<file path="config.mk">
export PLATFORM = sky130hd
export DESIGN_NAME = csr_mtrap
export DESIGN_NICKNAME = d
export VERILOG_FILES = /design/src/rtl/csr_mtrap.sv
export SDC_FILE = /design/constraint.sdc
export NUM_CORES = 1
export LEC_CHECK = 0
export ABC_AREA = 1
export BUFFER_PORTS_ARGS = -buffer_cell sky130_fd_sc_hd__buf_4
export CELL_PAD_IN_SITES_DETAIL_PLACEMENT = 0
export CELL_PAD_IN_SITES_GLOBAL_PLACEMENT = 2
export CORE_AREA = 2 2 308 310
export CTS_CLUSTER_SIZE = 24
export DETAILED_ROUTE_END_ITERATION = 8
export DIE_AREA = 0 0 310 312
export PLACE_DENSITY = 0.92
export SLEW_MARGIN = 20
export SYNTH_ARGS = -nofsm -noshare
export SYNTH_HDL_FRONTEND = slang
export SYNTH_SLANG_ARGS = --single-unit
</file>
<file path="constraint.sdc">
create_clock -name clk -period 3.6 [get_ports clk]
set_input_delay 0.36 -clock clk [delete_from_list [all_inputs] [get_ports clk]]
set_output_delay 0.36 -clock clk [all_outputs]
set_load 0.05 [all_outputs]
</file>
<file path="src/rtl/csr_mtrap.sv">
// csr_mtrap - machine-mode CSR file with trap/interrupt entry and mret return.
//
// Parameters
//   XLEN        : CSR and PC width
//   CNT_WIDTH   : mcycle / minstret width (32..XLEN), zero-extended on read
//   VECTORED_EN : 1 allows mtvec.MODE=01 (vectored interrupts), 0 forces MODE=00
//
// Ports
//   clk, rst                 : clock, synchronous active-high reset
//   pc_i                     : PC of the instruction at the commit point
//   csr_rd_en, csr_wr_en     : CSR access request strobes
//   csr_idx, wbck_csr_data   : CSR address and write data
//   read_csr_data            : combinational read data (0 unless csr_rd_en)
//   csr_illegal              : access to an unimplemented CSR address
//   ecall_trap_ena, exc_ena  : ecall / synchronous exception at commit
//   exc_cause, exc_tval      : exception code and trap value
//   mret_ena                 : mret at commit
//   instr_retire             : one instruction retired this cycle
//   stall                    : commit stage stalled; blocks trap/mret/context writes
//   msip_i, mtip_i, meip_i   : level-sensitive interrupt lines
//   redirect_valid/pc        : fetch redirect for trap entry or mret
//   trap_taken               : trap accepted this cycle
module csr_mtrap #(
    parameter int XLEN        = 64,
    parameter int CNT_WIDTH   = 64,
    parameter bit VECTORED_EN = 1'b1
) (
    input  logic            clk,
    input  logic            rst,
    input  logic [XLEN-1:0] pc_i,
    input  logic            csr_rd_en,
    input  logic            csr_wr_en,
    input  logic [11:0]     csr_idx,
    input  logic [XLEN-1:0] wbck_csr_data,
    output logic [XLEN-1:0] read_csr_data,
    output logic            csr_illegal,
    input  logic            ecall_trap_ena,
    input  logic            exc_ena,
    input  logic [3:0]      exc_cause,
    input  logic [XLEN-1:0] exc_tval,
    input  logic            mret_ena,
    input  logic            instr_retire,
    input  logic            stall,
    input  logic            msip_i,
    input  logic            mtip_i,
    input  logic            meip_i,
    output logic            redirect_valid,
    output logic [XLEN-1:0] redirect_pc,
    output logic            trap_taken
);

    localparam logic [11:0] A_MSTATUS  = 12'h300;
    localparam logic [11:0] A_MIE      = 12'h304;
    localparam logic [11:0] A_MTVEC    = 12'h305;
    localparam logic [11:0] A_MCOUNTIN = 12'h320;
    localparam logic [11:0] A_MSCRATCH = 12'h340;
    localparam logic [11:0] A_MEPC     = 12'h341;
    localparam logic [11:0] A_MCAUSE   = 12'h342;
    localparam logic [11:0] A_MTVAL    = 12'h343;
    localparam logic [11:0] A_MIP      = 12'h344;
    localparam logic [11:0] A_MCYCLE   = 12'hB00;
    localparam logic [11:0] A_MINSTRET = 12'hB02;

    logic                 mstatus_mie, mstatus_mpie;
    logic                 mie_msie, mie_mtie, mie_meie;
    logic                 mip_msip, mip_mtip, mip_meip;
    logic                 inhibit_cy, inhibit_ir;
    logic [XLEN-1:0]      mtvec, mscratch, mepc, mcause, mtval;
    logic [CNT_WIDTH-1:0] mcycle, minstret;

    logic [XLEN-1:0] rd_val;
    logic            csr_hit;
    logic            wr_mstatus, wr_mie, wr_mtvec, wr_mcountin, wr_mscratch;
    logic            wr_mepc, wr_mcause, wr_mtval, wr_mcycle, wr_minstret;
    logic [1:0]      mtvec_mode_wr;

    logic            pend_msi, pend_mti, pend_mei;
    logic            irq_req, trap_src, trap_fire, mret_fire;
    logic            trap_intr;
    logic [3:0]      trap_code;
    logic [XLEN-1:0] trap_cause, tvec_base, trap_pc;

    // ---------------- read mux / decode ----------------
    always_comb begin
        rd_val  = '0;
        csr_hit = 1'b1;
        case (csr_idx)
            A_MSTATUS: begin
                rd_val[3]     = mstatus_mie;
                rd_val[7]     = mstatus_mpie;
                rd_val[12:11] = 2'b11;
            end
            A_MIE: begin
                rd_val[3]  = mie_msie;
                rd_val[7]  = mie_mtie;
                rd_val[11] = mie_meie;
            end
            A_MTVEC:    rd_val = mtvec;
            A_MSCRATCH: rd_val = mscratch;
            A_MEPC:     rd_val = mepc;
            A_MCAUSE:   rd_val = mcause;
            A_MTVAL:    rd_val = mtval;
            A_MIP: begin
                rd_val[3]  = mip_msip;
                rd_val[7]  = mip_mtip;
                rd_val[11] = mip_meip;
            end
            A_MCOUNTIN: begin
                rd_val[0] = inhibit_cy;
                rd_val[2] = inhibit_ir;
            end
            A_MCYCLE:   rd_val[CNT_WIDTH-1:0] = mcycle;
            A_MINSTRET: rd_val[CNT_WIDTH-1:0] = minstret;
            default:    csr_hit = 1'b0;
        endcase
    end

    assign read_csr_data = csr_rd_en ? rd_val : '0;
    assign csr_illegal   = (csr_rd_en | csr_wr_en) & ~csr_hit & ~rst;

    assign wr_mstatus  = csr_wr_en && (csr_idx == A_MSTATUS);
    assign wr_mie      = csr_wr_en && (csr_idx == A_MIE);
    assign wr_mtvec    = csr_wr_en && (csr_idx == A_MTVEC);
    assign wr_mcountin = csr_wr_en && (csr_idx == A_MCOUNTIN);
    assign wr_mscratch = csr_wr_en && (csr_idx == A_MSCRATCH);
    assign wr_mepc     = csr_wr_en && (csr_idx == A_MEPC);
    assign wr_mcause   = csr_wr_en && (csr_idx == A_MCAUSE);
    assign wr_mtval    = csr_wr_en && (csr_idx == A_MTVAL);
    assign wr_mcycle   = csr_wr_en && (csr_idx == A_MCYCLE);
    assign wr_minstret = csr_wr_en && (csr_idx == A_MINSTRET);

    // Only 00 and (when supported) 01 are legal modes; everything else collapses to direct.
    assign mtvec_mode_wr = (VECTORED_EN && (wbck_csr_data[1:0] == 2'b01)) ? 2'b01 : 2'b00;

    // ---------------- trap selection ----------------
    assign pend_msi = mip_msip & mie_msie;
    assign pend_mti = mip_mtip & mie_mtie;
    assign pend_mei = mip_meip & mie_meie;

    // A zero PC marks an empty commit slot, so interrupts are not taken there.
    assign irq_req  = (pend_msi | pend_mti | pend_mei) & mstatus_mie & (pc_i != '0);
    assign trap_src = exc_ena | ecall_trap_ena | irq_req;

    always_comb begin
        trap_intr = 1'b0;
        trap_code = 4'd0;
        if (exc_ena) begin
            trap_code = exc_cause;
        end else if (ecall_trap_ena) begin
            trap_code = 4'd11;
        end else if (pend_mei) begin
            trap_intr = 1'b1;
            trap_code = 4'd11;
        end else if (pend_msi) begin
            trap_intr = 1'b1;
            trap_code = 4'd3;
        end else begin
            trap_intr = 1'b1;
            trap_code = 4'd7;
        end
    end

    always_comb begin
        trap_cause          = '0;
        trap_cause[XLEN-1]  = trap_intr;
        trap_cause[3:0]     = trap_code;
    end

    assign trap_fire = trap_src & ~stall & ~rst;
    // A trap in the same cycle cancels the mret.
    assign mret_fire = mret_ena & ~stall & ~trap_fire & ~rst;

    assign tvec_base = {mtvec[XLEN-1:2], 2'b00};
    assign trap_pc   = (trap_intr && (mtvec[1:0] == 2'b01))
                     ? tvec_base + XLEN'({trap_code, 2'b00})
                     : tvec_base;

    assign trap_taken     = trap_fire;
    assign redirect_valid = trap_fire | mret_fire;
    assign redirect_pc    = trap_fire ? trap_pc : mepc;

    // ---------------- state ----------------
    always_ff @(posedge clk) begin
        if (rst) begin
            mstatus_mie  <= 1'b0;
            mstatus_mpie <= 1'b0;
            mie_msie     <= 1'b0;
            mie_mtie     <= 1'b0;
            mie_meie     <= 1'b0;
            mip_msip     <= 1'b0;
            mip_mtip     <= 1'b0;
            mip_meip     <= 1'b0;
            inhibit_cy   <= 1'b0;
            inhibit_ir   <= 1'b0;
            mtvec        <= '0;
            mscratch     <= '0;
            mepc         <= '0;
            mcause       <= '0;
            mtval        <= '0;
            mcycle       <= '0;
            minstret     <= '0;
        end else begin
            mip_msip <= msip_i;
            mip_mtip <= mtip_i;
            mip_meip <= meip_i;

            if (wr_mie) begin
                mie_msie <= wbck_csr_data[3];
                mie_mtie <= wbck_csr_data[7];
                mie_meie <= wbck_csr_data[11];
            end
            if (wr_mtvec)    mtvec    <= {wbck_csr_data[XLEN-1:2], mtvec_mode_wr};
            if (wr_mscratch) mscratch <= wbck_csr_data;
            if (wr_mcountin) begin
                inhibit_cy <= wbck_csr_data[0];
                inhibit_ir <= wbck_csr_data[2];
            end

            if (wr_mcycle)        mcycle <= wbck_csr_data[CNT_WIDTH-1:0];
            else if (!inhibit_cy) mcycle <= mcycle + CNT_WIDTH'(1);

            if (wr_minstret)                       minstret <= wbck_csr_data[CNT_WIDTH-1:0];
            else if (instr_retire && !inhibit_ir) minstret <= minstret + CNT_WIDTH'(1);

            // Trap context: trap beats mret beats software writes; all frozen while stalled.
            if (trap_fire) begin
                mepc         <= {pc_i[XLEN-1:2], 2'b00};
                mcause       <= trap_cause;
                mtval        <= exc_ena ? exc_tval : '0;
                mstatus_mpie <= mstatus_mie;
                mstatus_mie  <= 1'b0;
            end else if (mret_fire) begin
                mstatus_mie  <= mstatus_mpie;
                mstatus_mpie <= 1'b1;
            end else if (!stall) begin
                if (wr_mstatus) begin
                    mstatus_mie  <= wbck_csr_data[3];
                    mstatus_mpie <= wbck_csr_data[7];
                end
                if (wr_mepc)   mepc   <= {wbck_csr_data[XLEN-1:2], 2'b00};
                if (wr_mcause) mcause <= wbck_csr_data;
                if (wr_mtval)  mtval  <= wbck_csr_data;
            end
        end
    end

endmodule

</file>
# --- Yosys cells after proc, flatten, opt, wreduce, memory -nomap -nowiden ---
# Index checks and enable logic that the tools add are counted.
# Widths: inputs -> output; s select.
totals:
  out_inout_bits: 131
  elab_cells: 135
  register_bits: 456
op_classes:
  bitwise: 23
  n_reduce_logical: 28
  mux: 45
  n_addsub: 3
  eq_ne: 18
op_table:
  columns: ["operator", "n"]
  rows:
  - ["$mux 64", 20]
  - ["$pmux 51 s7", 1]
  - ["$add 64x1->64 const B", 2]
  - ["$eq 12x10->1 const B", 9]
  - ["$add 64x6->64", 1]
  - ["$reduce_bool 64->1", 1]
  - ["$pmux 3 s7", 2]
  - ["$pmux 1 s10", 3]
  - ["$eq 12x12->1 const B", 2]
  - ["$pmux 1 s8", 2]
  - ["$and 1x1->1", 12]
  - ["$logic_and 1x1->1", 12]
  - ["$mux 4", 3]
  - ["$reduce_and 3->1", 4]
  - ["$mux 1", 11]
  - ["$reduce_or 11->1", 1]
  - ["$reduce_bool 2->1", 5]
  - ["$pmux 1 s7", 1]
  - ["$ne 2x1->1 const B", 3]
  - ["$or 1x1->1", 6]
  - ["$pmux 1 s6", 1]
  - ["$not 1->1", 5]
  - ["$eq 2x1->1 const B", 2]
  - ["$reduce_and 2->1", 2]
  - ["6 further kinds", 6]

# --- Longest topological paths before layout ---
# Gate-level depths: netlist of the first run.
depth:
  ltp_word: 13
  ltp_mapped: 19
  ltp_nobuf: 19

# --- Worst setup path after synthesis of the first run ---
# Ideal clock, no wire load.
synth_timing:
  path_kind: "input to output"
  from: "input ecall_trap_ena"
  to: "output redirect_pc[11]"
  n_path_buf: 0
  arrival_ns: 3.042
  path_slack_ns: 0.198
  required_time_ns: 3.240
  cell_stages: 13
  path_cell_list: "or2_1 > inv_1 > nand2_1 > inv_1 > a22o_1 > ha_1 > a21oi_1 > nand2_1 > a21oi_1 > nor2_1 > nand2_1 > xor2_1 > o21ai_0"
synth_via:
  elab_chain_cells: 5
  elab_cells_between_ends: 12
  classes_between: "add/sub (1); mux (6); bitwise (4); reduce/logical (1)"
synth_lines:
  columns: ["element", "line", "rtl"]
  rows:
  - ["from (decl)", "37", "input logic ecall_trap_ena,"]
  - ["$mux 4, or another cell as far along", "149", "end else if (ecall_trap_ena) begin"]
  - ["$mux 4, or another cell as far along", "147", "if (exc_ena) begin"]
  - ["$add 64x6->64, or another cell as far along", "175", "? tvec_base + XLEN'({trap_code, 2'b00})"]
  - ["$mux 64 / $and 1x1->1 (equally long branches)", "175, 169", null]
  - ["$mux 64 (*)", "180", "assign redirect_pc = trap_fire ? trap_pc : mepc;"]
  - ["to (decl)", "48", "output logic [XLEN-1:0] redirect_pc,"]
# Mark *: on every way between the ends. The rest lies on a longest branch, timed or not.

# --- Final worst setup path of the first run ---
layout_timing:
  from: "register mie_meie"
  to: "output redirect_pc[38]"
layout_via:
  elab_chain_cells: 8
  elab_cells_between_ends: 13
  classes_between: "add/sub (1); mux (5); bitwise (7)"
layout_lines:
  columns: ["element", "line", "rtl"]
  rows:
  - ["from (decl)", "65", "logic mie_msie, mie_mtie, mie_meie;"]
  - ["from (signal assigned)", "210", "mie_meie <= wbck_csr_data[11];"]
  - ["$and 1x1->1 (*)", "138", "assign pend_mei = mip_meip & mie_meie;"]
  - ["parallel branches: the longest is 6 deep, another holds $add 64x6->64", null, null]
  - ["$mux 64 (*)", "180", null]
# Every way passes the cells marked *.

==> summary.md, run 1 <==
| Metric | Value |
|---|---|
| Root buf cell | clkbuf_16 |
| Final WS setup | around 0.0011 ns |
| Core area | a little over 0.09 sq mm |
| First-pass GRT wire length | about 220000 um |
| Antenna Cells | 0 |
| R2r startpoint | minstret[0] |
| Final #Nets | 5315 |
| CTS sink cnt | 455 |
| Crit path cell chain | nand2_4, nand2_2, inv_2, a22o_4, ha_4, nand3b_1, nand2_2, nand2_2, inv_2, nand4_1, nor2_4, nand2_2, buf_4, nor2_1, xor2_1, o21ai_2, buf_6 |
| Ys Warns | 0 |
| Sequential element share of the synthesized area | between 30% and 40% |
| DIE AREA | 0.0967 sq mm |
| Max VDD drop | 0.000286 V |
| Largest net degree at the start of global routing | 158 |
| Clock Path Buffers | 3 |
| CP bufs+invs | 4 |
| Hold Vio Cnt, Final | 0 |
| Drt pass-1 iters | 8 |
| RSZ-0062 raised after global routing | true |
| CTS H-tree depth | 2 |
| Max_slew headroom | 22.6% |
| Skew final | about 0.023 ns |
| Port Buffers | 348 |
| Gr ovfl total | 0 |
| Placement Setup Slack | -0.0170 ns |
| Required time of the critical path | ~3.2 ns |
| Initial antenna violation count | 3 |
| Power per cell area | ~360 mW/mm^2 |
| Setup crit end kind | output port |
| Mapped Cells | 4772 |
| Crit Path Max Fanout | 4 |
| DIE HEIGHT | 312 um |
| Setup CP Type | register to output port |
| Placed wire-length estimate | 120000 um |
| Status | complete, no violations |
| Cell Count, Final, Fillers Out | 6383 |
| CP max stage delay | 0.35 ns |
| Layout area overhead | 25.2% |
| Max Cap Viol | 0 |
| TritonCTS clock tree | done |
| Post-route ant nets | 0 |
| Skew-Pair Late Insertion Delay | approximately 0.63 ns |
| Fmax | between 200 and 300 MHz |
| Worst Setup EP | redirect_pc[38] |
| Layout cell share with drive strength beyond 1 | roughly 15% |
| Cell Area, Placed | between 0.03 and 0.04 sq mm |
| Initial Util | 31.0% |
| Cell leakage power | around 15 nW |
| Tcrit/Tclk final | about 100% |
| Wire length per cell | around 24 um |
| Worst hold path depth | 5 |
| Reg clk slew, reported paths | approximately 0.060 ns |
| Critical path's slowest cell | dfxtp_2 |
| Crit-path leading delay family | simple AND/OR/NAND/NOR gates |
| Cell variety after synth | 48 |
| Gpl congestion | around 0.99 |
| Final Cell Area | roughly 0.036 sq mm |
| Final Setup Violations | 0 |
| Yosys reg bits | 455 |
| Number of remaining DRC errors | 0 |
| Routed WL | approximately 160000 um |
| Critical path's most frequent cell | nand2_2 |
| Gr usage total | 31.1% |
| Fin util | 38.8% |
| Crit. Startpoint | mie_meie |
| Vias per Instance | approximately 5.4 |
| I/O pins | ~350 |
| 1st-iter DRT viols | approximately 4400 |
| Count of final max-slew check failures | 0 |
| Reg-to-reg slack, setup | just under 0.7 ns |
| Number of global-route vias before repair | 31500 |
| Least-Margin Pin Slew | 1.16 ns |
| Synth Area per Inst | 6.04 sq um |
| Mapped Area | 0.0288 sq mm |
| CP startpoint kind | register |
| Die X | 310 um |
| Total CTS buffers | 55 |
| Post-layout minimum cycle time | 3.60 ns |
| Critical R2R Capture | minstret[50] |
| Via count | approximately 34000 |
| Critical Path Stages | 17 |
| Cell Rows | about 110 |
| R2r worst-path depth | 14 |
| Worst hold path type | input port to register |
| Post-Place Cells | 6271 |
| Worst EP arrival | 3.24 ns |
==> cell usage after synthesis, drive strengths merged <==
cell / instances / area, sq um
a211oi: 41 / 308
a21oi: 183 / 920
a221oi: 8 / 70.1
a22o: 4 / 35.0
a22oi: 7 / 52.6
a31oi: 37 / 231
a32o: 1 / 10.0
a41oi: 2 / 17.5
and2: 2 / 12.5
buf: 89 / 450
clkbuf: 169 / 634
clkinv: 6 / 23.8
conb: 1 / 3.75
dfxtp: 455 / 9110
fa: 1 / 20.0
ha: 6 / 75.1
inv: 620 / 2330
nand2: 1160 / 4360
nand3: 224 / 1140
nand3b: 4 / 30.0
nand4: 96 / 601
nor2: 760 / 2890
nor3: 148 / 778
nor3b: 2 / 15.0
nor4: 14 / 87.6
o2111ai: 13 / 114
o211ai: 13 / 97.6
o21ai: 336 / 1680
o221ai: 10 / 87.6
o22ai: 198 / 1240
o32ai: 1 / 8.76
or2: 5 / 31.3
xnor2: 8 / 70.1
xor2: 148 / 1300
==> area by class of cell <==
cell class	instances	area [sq um]
Inverter	626	2360
Sequential cell	455	9110
Clock buffer	76	1580
Clock inverter	22	367
Multi-Input combinational cell	3434	16800
Fill cell	10400	57000
Tap cell	1254	1570
Timing Repair Buffer	516	4340
==> cell usage in the layout (no fill, tap or decap), drive strengths merged, types with 9 or more instances in the layout <==
cell type	n
a211oi	41
bufinv	9
nand3	224
dfxtp	455
o221ai	10
inv	622
o2111ai	13
xor2	148
clkbuf	76
clkinv	15
buf	513
a31oi	37
o22ai	198
nor4	14
o211ai	13
nor2	760
nor3	148
nand4	96
o21ai	336
a21oi	183
nand2	1160
==> sequential cells by signal (all words and copies together) (netlist names), 62 cells and up <==
register  count
mcause       64
mcycle       64
minstret     64
mscratch     64
mtval        64
mtvec        63
mepc         62
==> metrics by stage <==
stage	setup TNS, ns	hold slack, ns	power, mW
after CTS	-0.180	0.0216	13.0
after global routing	-0.658	0.0427	13.4
after floorplan	0	0.439	6.10
after global placement	-0.00510	0.450	6.88
final	0	0.0403	13.1
after detailed placement	-0.0170	0.455	6.89
==> kinds of logic (layout without fill, tap and decap cells) <==
logic type | count (synthesis) | in the layout | synth area share (%)
buffers and inverters | 884 | 1240 | 11.9
AOI/OAI and AO/OA | 854 | 854 | 16.9
xor gates and xnor gates | 156 | 156 | 4.74
other | 1 | 2 | 0.0130
and+or+nand+nor | 2415 | 2415 | 34.5
adders and majority gates | 7 | 7 | 0.330
DFF | 455 | 455 | 31.6
==> power by group <==
| part | internal, mW | switching [mW] | leakage (nW) |
|---|---|---|---|
| clock | 3.69 | 2.51 | 0.951 |
| combinational | 0.528 | 1.13 | 10.4 |
| sequential | 5.14 | 0.0601 | 3.69 |
==> worst min-delay path, cell delays in order <==
cell and delay [ns]:
buf_4 0.08, nand2_1 0.04, nand2_1 0.05, nor2_1 0.04
nor2_1 0.07
==> worst min-delay path by stage <==
| stage | startpoint | endpoint | slack (ns) |
|---|---|---|---|
| after global placement | mscratch[23] | mscratch[23] | 0.45 |
| after global routing | wbck_csr_data[37] | mcause[37] | 0.04 |
| after CTS | pc_i[28] | mepc[28] | 0.02 |
| final | pc_i[36] | mepc[36] | 0.04 |
| after detailed placement | mscratch[47] | mscratch[47] | 0.45 |
| after floorplan | mie_meie | mie_meie | 0.44 |
==> layer usage <==
layer,share of wire (%),vias up,GRT usage [%],wire [um]
li1,-,16100,-,-
met1,44,16300,46.0,69300
met2,42,1837,45.5,65300
met3,10,242,5.30,15700
met4,3.6,2,9.89,5630
met5,0.0090,-,0,14
==> repair_timing <==
| action | 4_1_cts | 5_1_grt |
|---|---|---|
| pin swaps | 19 | 21 |
| cloned | 0 | 0 |
| resized for setup | 86 | 67 |
| buffers inserted | 9 | 2 |
| hold endpoints to repair | 3 | 0 |
| setup endpoints to repair | 51 | 47 |
| hold buffers | 3 | 0 |
No activity file was read; power rests on OpenSTA's default activity.
==> run 2, diff against run 1 <==
--- a/config.mk
+++ b/config.mk
@@ -13,6 +13,7 @@
 export CTS_CLUSTER_SIZE = 24
 export DETAILED_ROUTE_END_ITERATION = 8
 export DIE_AREA = 0 0 310 312
+export MAX_ROUTING_LAYER = met4
 export PLACE_DENSITY = 0.92
 export SLEW_MARGIN = 20
 export SYNTH_ARGS = -nofsm -noshare
==> run 2 against run 1 <==
Effect of this change: the flow now finishes with violations (setup timing); clock power down 2%; fmax down 0.44%; utilization up 0.14 points; critical endpoint is now redirect_pc[54].
==> summary.md, run 2 (same netlist as run 1, synthesis figures left out) <==
| Metric | Value |
|---|---|
| Switching part of the total | 29.3% |
| RSZ-0062 raised after global routing | true |
| Setup crit end kind | output port |
| Commonest non-fill, non-tap cells in the layout | nand2_1 (1131), nor2_1 (735), inv_1 (565) |
| Least-Margin Pin Slew | 1.03 ns |
| Gpl congestion | 1.01 |
| Placed wire-length estimate | roughly 120000 um |
| Final #Nets | ~5300 |
| Cell leakage power | about 15 nW |
| Post-route ant nets | 0 |
| Number of global-route vias before repair | 31500 |
| Tcrit/Tclk final | 100% |
| Critical Path Stages | 16 |
| Skew final | approximately 0.025 ns |
| Gr usage total | 32.4% |
| Sequential power share | 40.2% |
| Critical path's most frequent cell | nand2_2 |
| Cell Count, Final, Fillers Out | 6400 |
| Gr ovfl total | 0 |
| Skew-Pair Late Insertion Delay | between 0.6 and 0.7 ns |
| Hold Vio Cnt, Final | 0 |
| Max Cap Viol | 0 |
| DIE HEIGHT | around 310 um |
| Post-layout minimum cycle time | 3.61 ns |
| Vias per Instance | roughly 5.4 |
| Crit. Startpoint | mie_meie |
| CP max stage delay | approximately 0.35 ns |
| R2r startpoint | mcycle[0] |
| Layout area overhead | 25.7% |
| Cell Rows | 112 |
| Placement Setup Slack | 0.0765 ns |
| Max VDD drop | between 0.0003 and 0.0004 V |
| Crit-path leading delay family | simple AND/OR/NAND/NOR gates |
| CP bufs+invs | 4 |
| Total CTS buffers | 56 |
| Critical R2R Capture | mcycle[42] |
| Die X | slightly above 300 um |
| M1 WL | 71100 um |
| Final WS setup | -0.0148 ns |
| Worst EP arrival | ~3.3 ns |
| Status | finished with violations |
| Metal2 WL | 65500 um |
| Via count | about 34000 |
| R2r worst-path depth | 13 |
| Crit path cell chain | nand2_4, nand2_2, inv_2, a22o_4, ha_4, nand3b_1, nand2_2, nand2_2, inv_2, nand4_1, nor2_4, buf_6, nand4_1, xor2_1, o21ai_1, buf_6 |
| Final Setup Violations | 1 |
| Drt pass-1 iters | 6 |
| P_int | ~9.2 mW |
| Crit Path Max Fanout | 5 |
| CP startpoint kind | register |
| Metal3 WL | 15300 um |
| Fmax | ~280 MHz |
| Number of remaining DRC errors | 0 |
| CTS sink cnt | around 460 |
| Post-Place Cells | around 6300 |
| Top Layer Used | met4 |
| Port Buffers | between 300 and 400 |
| I/O pins | 351 |
| TritonCTS clock tree | done |
| Hold path start | pc_i[59] |
| DIE AREA | about 0.097 sq mm |
| Layout cell share with drive strength beyond 1 | between 15 and 20% |
| Net Sw Power | around 3.8 mW |
| Reg-to-reg slack, setup | about 0.79 ns |
| Worst hold path type | input port to register |
| Commonest non-fill, non-tap cell in the layout | nand2_1 |
| Fill count | 10400 |
| Max_slew headroom | roughly 31% |
| Power per cell area | between 300 and 400 mW/mm^2 |
| CTS H-tree depth | 2 |
| Gate power share | 13.0% |
| 1st-iter DRT viols | approximately 4600 |
| Reg clk slew, reported paths | 0.07 ns |
| Initial Util | between 30% and 40% |
| Initial antenna violation count | 1 |
| Worst Setup EP | redirect_pc[54] |
| Setup CP Type | register to output port |
| Root buf cell | clkbuf_16 |
| Count of final max-slew check failures | 0 |
| Clock Power Share | between 40% and 50% |
| Failing checks | setup timing |
| Clock Path Buffers | 3 |
| First-pass GRT wire length | approximately 220000 um |
| Wire length per cell | around 25 um |
| Core area | just over 0.09 sq mm |
| Largest net degree at the start of global routing | slightly above 90 |
| Critical path's slowest cell | dfxtp_2 |
| Routed WL | ~160000 um |
| Required time of the critical path | about 3.2 ns |
==> run 2: worst min-delay path by stage <==
stage / to / slack [ns] / cells after the start
final: mepc[59] / 0.02 / 5
after floorplan: mie_meie / 0.44 / 2
after global placement: mscratch[19] / 0.45 / 2
after detailed placement: mie_meie / 0.45 / 2
after CTS: mcause[36] / 0.002 / 3
after global routing: mepc[59] / 0.04 / 5
==> run 2: layout make-up <==
cell class	count	area [sq um]	share of cell area (%)
Antenna cell	2	5.00	0.0138
Clock buffer	79	1650	4.55
Clock inverter	25	265	0.732
Inverter	626	2360	6.52
Multi-Input combinational cell	3434	16800	46.4
Sequential cell	455	9110	25.2
Tap cell	1254	1570	4.33
Timing Repair Buffer	525	4470	12.3
==> run 2: through the flow <==
stage	setup TNS [ns]	hold slack [ns]	cell area [sq um]	total power [mW]	util, %
3_3_place_gp	0	0.451	33600	6.90	36.1
6_report	-0.0148	0.0237	36200	12.9	38.9
3_5_place_dp	0	0.451	33600	6.90	36.1
5_1_grt	-1.47	0.0445	36200	13.3	38.9
4_1_cts	-0.126	0.00156	35800	12.9	38.5
2_1_floorplan	0	0.439	28800	6.10	-
==> run 2: worst min-delay path, stage by stage <==
cell and delay (ns):
buf_4 0.08, nand2_1 0.04, nand2_1 0.05, nor2_1 0.04
nor2_1 0.06
==> run 2: timing repair <==
item,in CTS,in global routing
pin swaps,19,19
buffers inserted,7,5
gates resized for setup,73,93
setup endpoints to repair,50,48
hold buffers,3,0
hold endpoints to repair,3,0
==> run 2: power groups by stage <==
stage	Combinational, mW	Clock [mW]	Sequential, mW
4_1_cts	1.62	6.09	5.20
3_3_place_gp	1.59	0	5.31
6_report	1.68	6.06	5.20
3_5_place_dp	1.59	0	5.31
2_1_floorplan	0.820	0	5.28
5_1_grt	1.78	6.27	5.21
==> run 2: layer usage <==
metal | vias to the layer above | track usage, %
met3 | 219 | 5.02
met5 | - | -
met4 | 0 | 9.66
met2 | 1796 | 45.6
met1 | 16300 | 47.1
li1 | 16100 | -
